**config.mk**
```make
export PLATFORM = sky130hd
export DESIGN_NAME = l1_dcache_ctrl
export DESIGN_NICKNAME = d
export VERILOG_FILES = /design/src/rtl/l1_dcache_pkg.sv /design/src/rtl/l1_dcache_array.sv /design/src/rtl/l1_dcache_ctrl.sv
export SDC_FILE = /design/constraint.sdc
export NUM_CORES = 2
export LEC_CHECK = 0
export CAP_MARGIN = 20
export CORE_UTILIZATION = 30
export CTS_CLUSTER_DIAMETER = 150
export CTS_CLUSTER_SIZE = 30
export DETAILED_ROUTE_END_ITERATION = 10
export PLACE_DENSITY = 0.53
export SYNTH_ARGS = -nofsm -noshare
export SYNTH_HDL_FRONTEND = slang
export SYNTH_MEMORY_MAX_BITS = 65536
export SYNTH_SLANG_ARGS = --single-unit
```
**constraint.sdc**
```tcl
create_clock -name clock -period 21 [get_ports clock]
set_input_delay 6.3 -clock clock [delete_from_list [all_inputs] [get_ports clock]]
set_output_delay 6.3 -clock clock [all_outputs]
set_load 0.01 [all_outputs]
```
**src/rtl/l1_dcache_pkg.sv**
```systemverilog
// Shared definitions for the L1 data cache: geometry, FSM state encoding and word extraction.
package l1_dcache_pkg;

  localparam int BLOCK_BITS      = 128;
  localparam int WORD_BITS       = 32;
  localparam int BLOCK_ADDR_BITS = 16;
  localparam int OFFSET_BITS     = 4;
  localparam int CPU_ADDR_BITS   = BLOCK_ADDR_BITS + OFFSET_BITS;

  typedef enum logic [1:0] {
    ST_IDLE      = 2'd0,
    ST_WRITEBACK = 2'd1,
    ST_REFILL    = 2'd2
  } state_e;

  function automatic logic [WORD_BITS-1:0] line_word(input logic [BLOCK_BITS-1:0] line,
                                                     input logic [1:0] sel);
    return line[WORD_BITS*sel +: WORD_BITS];
  endfunction

endpackage

```
**src/rtl/l1_dcache_array.sv**
```systemverilog
// Direct-mapped storage: valid/dirty bits (async cleared) plus tag and line arrays (never cleared).
module l1_dcache_array
  import l1_dcache_pkg::*;
#(
  parameter int INDEX_BITS = 5,
  parameter int TAG_BITS   = BLOCK_ADDR_BITS - INDEX_BITS
) (
  input  logic                  clock,
  input  logic                  reset,
  input  logic [INDEX_BITS-1:0] idx,
  output logic                  rd_valid,
  output logic                  rd_dirty,
  output logic [TAG_BITS-1:0]   rd_tag,
  output logic [BLOCK_BITS-1:0] rd_line,
  input  logic                  word_we,
  input  logic [1:0]            word_sel,
  input  logic [WORD_BITS-1:0]  word_data,
  input  logic                  fill_we,
  input  logic [TAG_BITS-1:0]   fill_tag,
  input  logic [BLOCK_BITS-1:0] fill_line,
  input  logic                  clr_dirty
);

  localparam int SETS = 1 << INDEX_BITS;

  logic [SETS-1:0]       valid_q, valid_d;
  logic [SETS-1:0]       dirty_q, dirty_d;
  logic [TAG_BITS-1:0]   tag_q  [SETS];
  logic [BLOCK_BITS-1:0] data_q [SETS];
  logic [BLOCK_BITS-1:0] line_d;

  assign rd_valid = valid_q[idx];
  assign rd_dirty = dirty_q[idx];
  assign rd_tag   = tag_q[idx];
  assign rd_line  = data_q[idx];

  // A fill wins over a word store; the store merges one word into the current line.
  always_comb begin
    valid_d = valid_q;
    dirty_d = dirty_q;
    line_d  = rd_line;
    if (fill_we) begin
      valid_d[idx] = 1'b1;
      dirty_d[idx] = 1'b0;
      line_d       = fill_line;
    end else if (word_we) begin
      dirty_d[idx] = 1'b1;
      line_d[WORD_BITS*word_sel +: WORD_BITS] = word_data;
    end else if (clr_dirty) begin
      dirty_d[idx] = 1'b0;
    end else begin
      line_d = rd_line;
    end
  end

  always_ff @(posedge clock or negedge reset) begin
    if (!reset) begin
      valid_q <= '0;
      dirty_q <= '0;
    end else begin
      valid_q <= valid_d;
      dirty_q <= dirty_d;
    end
  end

  always_ff @(posedge clock) begin
    if (fill_we || word_we) begin
      data_q[idx] <= line_d;
    end
    if (fill_we) begin
      tag_q[idx] <= fill_tag;
    end
  end

endmodule

```
**src/rtl/l1_dcache_ctrl.sv**
```systemverilog
// Direct-mapped write-back, write-allocate L1 D-cache controller: zero-latency hits,
// misses become an optional 128-bit writeback followed by a refill on the Dmem port.
module l1_dcache_ctrl
  import l1_dcache_pkg::*;
#(
  parameter int INDEX_BITS = 5
) (
  input  logic                       clock,
  input  logic                       reset,
  input  logic                       cpu_ren,
  input  logic                       cpu_wen,
  input  logic [CPU_ADDR_BITS-1:0]   cpu_addr,
  input  logic [WORD_BITS-1:0]       cpu_wdata,
  output logic [WORD_BITS-1:0]       cpu_rdata,
  output logic                       cpu_stall,
  output logic                       mem_ren,
  output logic                       mem_wen,
  output logic [BLOCK_ADDR_BITS-1:0] mem_block_address,
  output logic [BLOCK_BITS-1:0]      mem_din,
  input  logic [BLOCK_BITS-1:0]      mem_dout,
  input  logic                       mem_ready,
  input  logic                       mem_done
);

  localparam int TAG_BITS = BLOCK_ADDR_BITS - INDEX_BITS;

  state_e                     state_q, state_d;
  logic                       mem_ren_q, mem_ren_d;
  logic                       mem_wen_q, mem_wen_d;
  logic [BLOCK_ADDR_BITS-1:0] addr_q, addr_d;
  logic [BLOCK_BITS-1:0]      din_q, din_d;

  logic [INDEX_BITS-1:0]      idx_s;
  logic [TAG_BITS-1:0]        tag_s, rd_tag_s;
  logic [BLOCK_ADDR_BITS-1:0] blk_addr_s, victim_addr_s;
  logic [BLOCK_BITS-1:0]      rd_line_s;
  logic                       rd_valid_s, rd_dirty_s, hit_s, req_s, miss_s;
  logic                       word_we_s, fill_we_s, clr_dirty_s;
  logic                       unused_s;

  assign blk_addr_s    = cpu_addr[CPU_ADDR_BITS-1:OFFSET_BITS];
  assign idx_s         = blk_addr_s[INDEX_BITS-1:0];
  assign tag_s         = blk_addr_s[BLOCK_ADDR_BITS-1:INDEX_BITS];
  assign victim_addr_s = {rd_tag_s, idx_s};
  assign req_s         = cpu_ren | cpu_wen;
  assign hit_s         = rd_valid_s && (rd_tag_s == tag_s);
  assign miss_s        = req_s && !hit_s;
  assign word_we_s     = (state_q == ST_IDLE) && cpu_wen && hit_s;
  assign unused_s      = ^cpu_addr[1:0];

  l1_dcache_array #(
    .INDEX_BITS (INDEX_BITS),
    .TAG_BITS   (TAG_BITS)
  ) u_array (
    .clock     (clock),
    .reset     (reset),
    .idx       (idx_s),
    .rd_valid  (rd_valid_s),
    .rd_dirty  (rd_dirty_s),
    .rd_tag    (rd_tag_s),
    .rd_line   (rd_line_s),
    .word_we   (word_we_s),
    .word_sel  (cpu_addr[3:2]),
    .word_data (cpu_wdata),
    .fill_we   (fill_we_s),
    .fill_tag  (tag_s),
    .fill_line (mem_dout),
    .clr_dirty (clr_dirty_s)
  );

  // Loads return data only on a clean IDLE hit; a simultaneous store takes priority.
  always_comb begin
    cpu_stall = (state_q != ST_IDLE) || miss_s;
    if ((state_q == ST_IDLE) && cpu_ren && !cpu_wen && hit_s) begin
      cpu_rdata = line_word(rd_line_s, cpu_addr[3:2]);
    end else begin
      cpu_rdata = {WORD_BITS{1'b0}};
    end
  end

  // Requests rise only while Dmem is ready and, once up, hold address/data until mem_done.
  always_comb begin
    state_d     = state_q;
    mem_ren_d   = mem_ren_q;
    mem_wen_d   = mem_wen_q;
    addr_d      = addr_q;
    din_d       = din_q;
    fill_we_s   = 1'b0;
    clr_dirty_s = 1'b0;
    case (state_q)
      ST_IDLE: begin
        if (miss_s && rd_valid_s && rd_dirty_s) begin
          state_d   = ST_WRITEBACK;
          mem_wen_d = mem_ready;
          addr_d    = victim_addr_s;
          din_d     = rd_line_s;
        end else if (miss_s) begin
          state_d   = ST_REFILL;
          mem_ren_d = mem_ready;
          addr_d    = blk_addr_s;
        end else begin
          state_d = ST_IDLE;
        end
      end
      ST_WRITEBACK: begin
        if (mem_wen_q && mem_done) begin
          mem_wen_d   = 1'b0;
          clr_dirty_s = 1'b1;
          state_d     = ST_REFILL;
        end else if (!mem_wen_q) begin
          mem_wen_d = mem_ready;
          addr_d    = victim_addr_s;
          din_d     = rd_line_s;
        end else begin
          mem_wen_d = 1'b1;
        end
      end
      ST_REFILL: begin
        if (mem_ren_q && mem_done) begin
          mem_ren_d = 1'b0;
          fill_we_s = 1'b1;
          state_d   = ST_IDLE;
        end else if (!mem_ren_q) begin
          mem_ren_d = mem_ready;
          addr_d    = blk_addr_s;
        end else begin
          mem_ren_d = 1'b1;
        end
      end
      default: begin
        state_d   = ST_IDLE;
        mem_ren_d = 1'b0;
        mem_wen_d = 1'b0;
      end
    endcase
  end

  // Controller state and Dmem request registers.
  always_ff @(posedge clock or negedge reset) begin
    if (!reset) begin
      state_q   <= ST_IDLE;
      mem_ren_q <= 1'b0;
      mem_wen_q <= 1'b0;
      addr_q    <= {BLOCK_ADDR_BITS{1'b0}};
      din_q     <= {BLOCK_BITS{1'b0}};
    end else begin
      state_q   <= state_d;
      mem_ren_q <= mem_ren_d;
      mem_wen_q <= mem_wen_d;
      addr_q    <= addr_d;
      din_q     <= din_d;
    end
  end

  assign mem_ren           = mem_ren_q;
  assign mem_wen           = mem_wen_q;
  assign mem_block_address = addr_q;
  assign mem_din           = din_q;

endmodule

```
==> impl_metrics.tcl <==
set metrics [dict create \
    async_flop_share_pct 4.549 \
    crit_path_max_incr_delay_ps 940 \
    worst_hold_slack_ps 471.8 \
    endpoint_kind "output port" \
    clock-skew-final_ps 145.6 \
    ctsLongestPathBuffers 4 \
    yosysTopAreaCell "edfxtp_1" \
    portBuffers 362 \
    drv_slew 0 \
    path_class "input pin to output port" \
    seq_area_frac_synth_pct 77.34 \
    dp_slack_ps 2531 \
    drive_gt1_share_pct 23.41 \
    wl_per_cell_um 35.72 \
    grt_first_pass_wirelength_um 805800 \
    cts_buffers 178 \
    dieWidth_um 775.7 \
    synth_edf_count 4448 \
    yosysMostFrequentCell "edfxtp_1" \
    die_h_um 775.7 \
    hold_violations 0 \
    slew_headroom_pct 17.17 \
    dp_hpwl_um 329200 \
    grt_antenna_before_repair 56 \
    yosysTopAreaCellShare_pct 74.38 \
    die_area_mm2 0.6017 \
    synth.avg_cell_area_um2 21.43 \
    h-tree-depth 4 \
    fin_tns_setup_ps 0 \
    ant_nets 0 \
    required_ps 14700 \
    clkTransAtPathRegs_ps 110 \
    grt_pass1_vias 92178 \
    max_clock_freq_ghz 0.05390 \
    start_kind "input pin" \
    synth.distinct_cells 59 \
    viasPerCell 5.553 \
    drc 0 \
    yosys_warnings 0 \
    dp.cells 16544 \
    worst_slack_ps 2446 \
    period_needed_ps 18550 \
    holdPathStages 1 \
    synth_ff_type "edfxtp_1" \
    synthToLayoutAreaGrowth_pct 12.22 \
    slowest_stage "nor4_1" \
    drtIter0Drc 13361 \
    critPathArrivalTime_ps 12250 \
    cts_hold_buf 0 \
    instances_no_fill 16928 \
    leakage_nw 60.57 \
    ys_seq_elements 4660 \
    status "complete, no violations" \
    postCtsSetupBuffers 0 \
    cts_resized 0 \
    first_pass_iters 5 \
    final_net_count 9014 \
    place_congestion 0.8440 \
    ios 365 \
    power_mw 18.45 \
    cap_violations 0 \
    coreArea_mm2 0.5952 \
    clock_sinks 4660 \
    ff2ff_path_depth 13 \
    power.density_mw_per_mm2 91.56 \
    rows 283 \
    grt_max_degree 129 \
    grt-ovfl-total 0 \
    cts_tree "built" \
    min_path_type "register to register" \
    setup_viol 0 \
    start_util_pct 30.17 \
    syn_area_mm2 0.1796 \
    max-vdd-ir-drop_v 0.00008770 \
    vias 93993 \
    yosys-top-cells-area "edfxtp_1, mux4_2, dfrtp_1" \
    min_period_over_period_pct 88.35 \
    ys_top_cells_by_count "edfxtp_1, mux4_2, a22oi_1" \
    clock_latency_ps 1020 \
    cp_max_fo 32 \
    root_buffer "clkbuf_16" \
    tightest_slew_ps 1231 \
    syn_inst 8379 \
    crit_path_cell_trace "clkdlybuf4s50_1, buf_4, or4b_1, o22ai_1, nor4_1, a21oi_1, a211oi_1, nand4_1, nor3_1, nand3b_1, buf_4, nor2_1, clkdlybuf4s50_1" \
    grt_usage_pct 19.37 \
    syn_nets 8574 \
    rsz0062_at_grt "no" \
    wl_um 604600 \
]
-- worst max-delay path: cells and delay by family --
| kind | cells | cell delay (ps) |
|---|---|---|
| and+or+nand+nor | 6 | 2750 |
| buffers and inverters | 4 | 2150 |
| AOI/OAI and AO/OA | 3 | 1020 |
-- per-layer routing --
layer | part of all wire [%] | track usage, % | up-vias | routed length, um
met3 | 8.5 | 3.685 | 708 | 51340
met1 | 40 | 26.03 | 52482 | 241500
met2 | 47 | 30.97 | 4653 | 283200
li1 | - | - | 36134 | -
met4 | 4.7 | 8.040 | 16 | 28470
met5 | 0.020 | 0 | - | 121
-- power by group --
group	internal (mW)	total, mW	switching [mW]
Clock	1.66	4.47	2.81
Sequential	11.0	11.1	0.133
Combinational	0.982	2.88	1.90
-- flip-flops by register name (all words and copies together) (netlist names), named ones only --
| register | cells |
|---|---|
| u_array.data_q | 4096 |
| u_array.tag_q | 352 |
| mem_din | 128 |
| u_array.valid_q | 32 |
| mem_block_address | 16 |
| state_q | 2 |
| mem_ren | 1 |
| mem_wen | 1 |
-- metrics by stage --
stage	instance area (um^2)	util [%]
finish	201500	33.86
global route	201400	33.84
detailed placement	195300	32.81
global placement	195000	32.77
floorplan	179600	-
CTS	200300	33.66
-- final cells by class --
cell class	instances	area, um^2
Fill cell	55437	393700
Sequential cell	4660	138900
Multi-Input combinational cell	3177	39540
Tap cell	7980	9985
Timing Repair Buffer	793	7940
Clock buffer	261	4872
Clock inverter	10	177.7
Antenna cell	38	95.09
Inverter	9	35.03
-- worst paths after layout --
path,from,endpoint,slack [ps]
worst min-delay path,u_array.valid_q[0],u_array.valid_q[0],470
min in group asynchronous,reset,mem_block_address[10],5390
worst max register to register,u_array.tag_q[6][10],u_array.data_q[11][62],14140
max in group asynchronous,reset,mem_din[109],14010
worst min register to register,u_array.valid_q[0],u_array.valid_q[0],470
worst max-delay path,cpu_addr[8],cpu_rdata[30],2450
-- cell families after synthesis --
kind of cell	after synthesis	synth area share, %
AOI/OAI and AO/OA	983	3.931
adders and majority gates	9	0.06271
buffers and inverters	542	1.305
DFF	4660	77.34
muxes	1255	14.47
and+or+nand+nor	930	2.895
-- cell usage in the layout (no fill, tap or decap), drive strengths merged, types with 11 or more instances in the layout --
| master | n |
|---|---|
| a21oi | 19 |
| a22oi | 517 |
| a31oi | 128 |
| a32oi | 11 |
| and3 | 12 |
| and4 | 129 |
| buf | 439 |
| clkbuf | 262 |
| clkdlybuf4s50 | 353 |
| dfrtp | 212 |
| diode | 38 |
| edfxtp | 4448 |
| inv | 13 |
| mux2i | 177 |
| mux4 | 1072 |
| nand2 | 167 |
| nand3 | 137 |
| nor2 | 206 |
| nor3 | 42 |
| nor4 | 27 |
| o21ai | 79 |
| o22a | 129 |
| o22ai | 91 |
| or2 | 162 |
No activity file was read; power rests on OpenSTA's default activity.
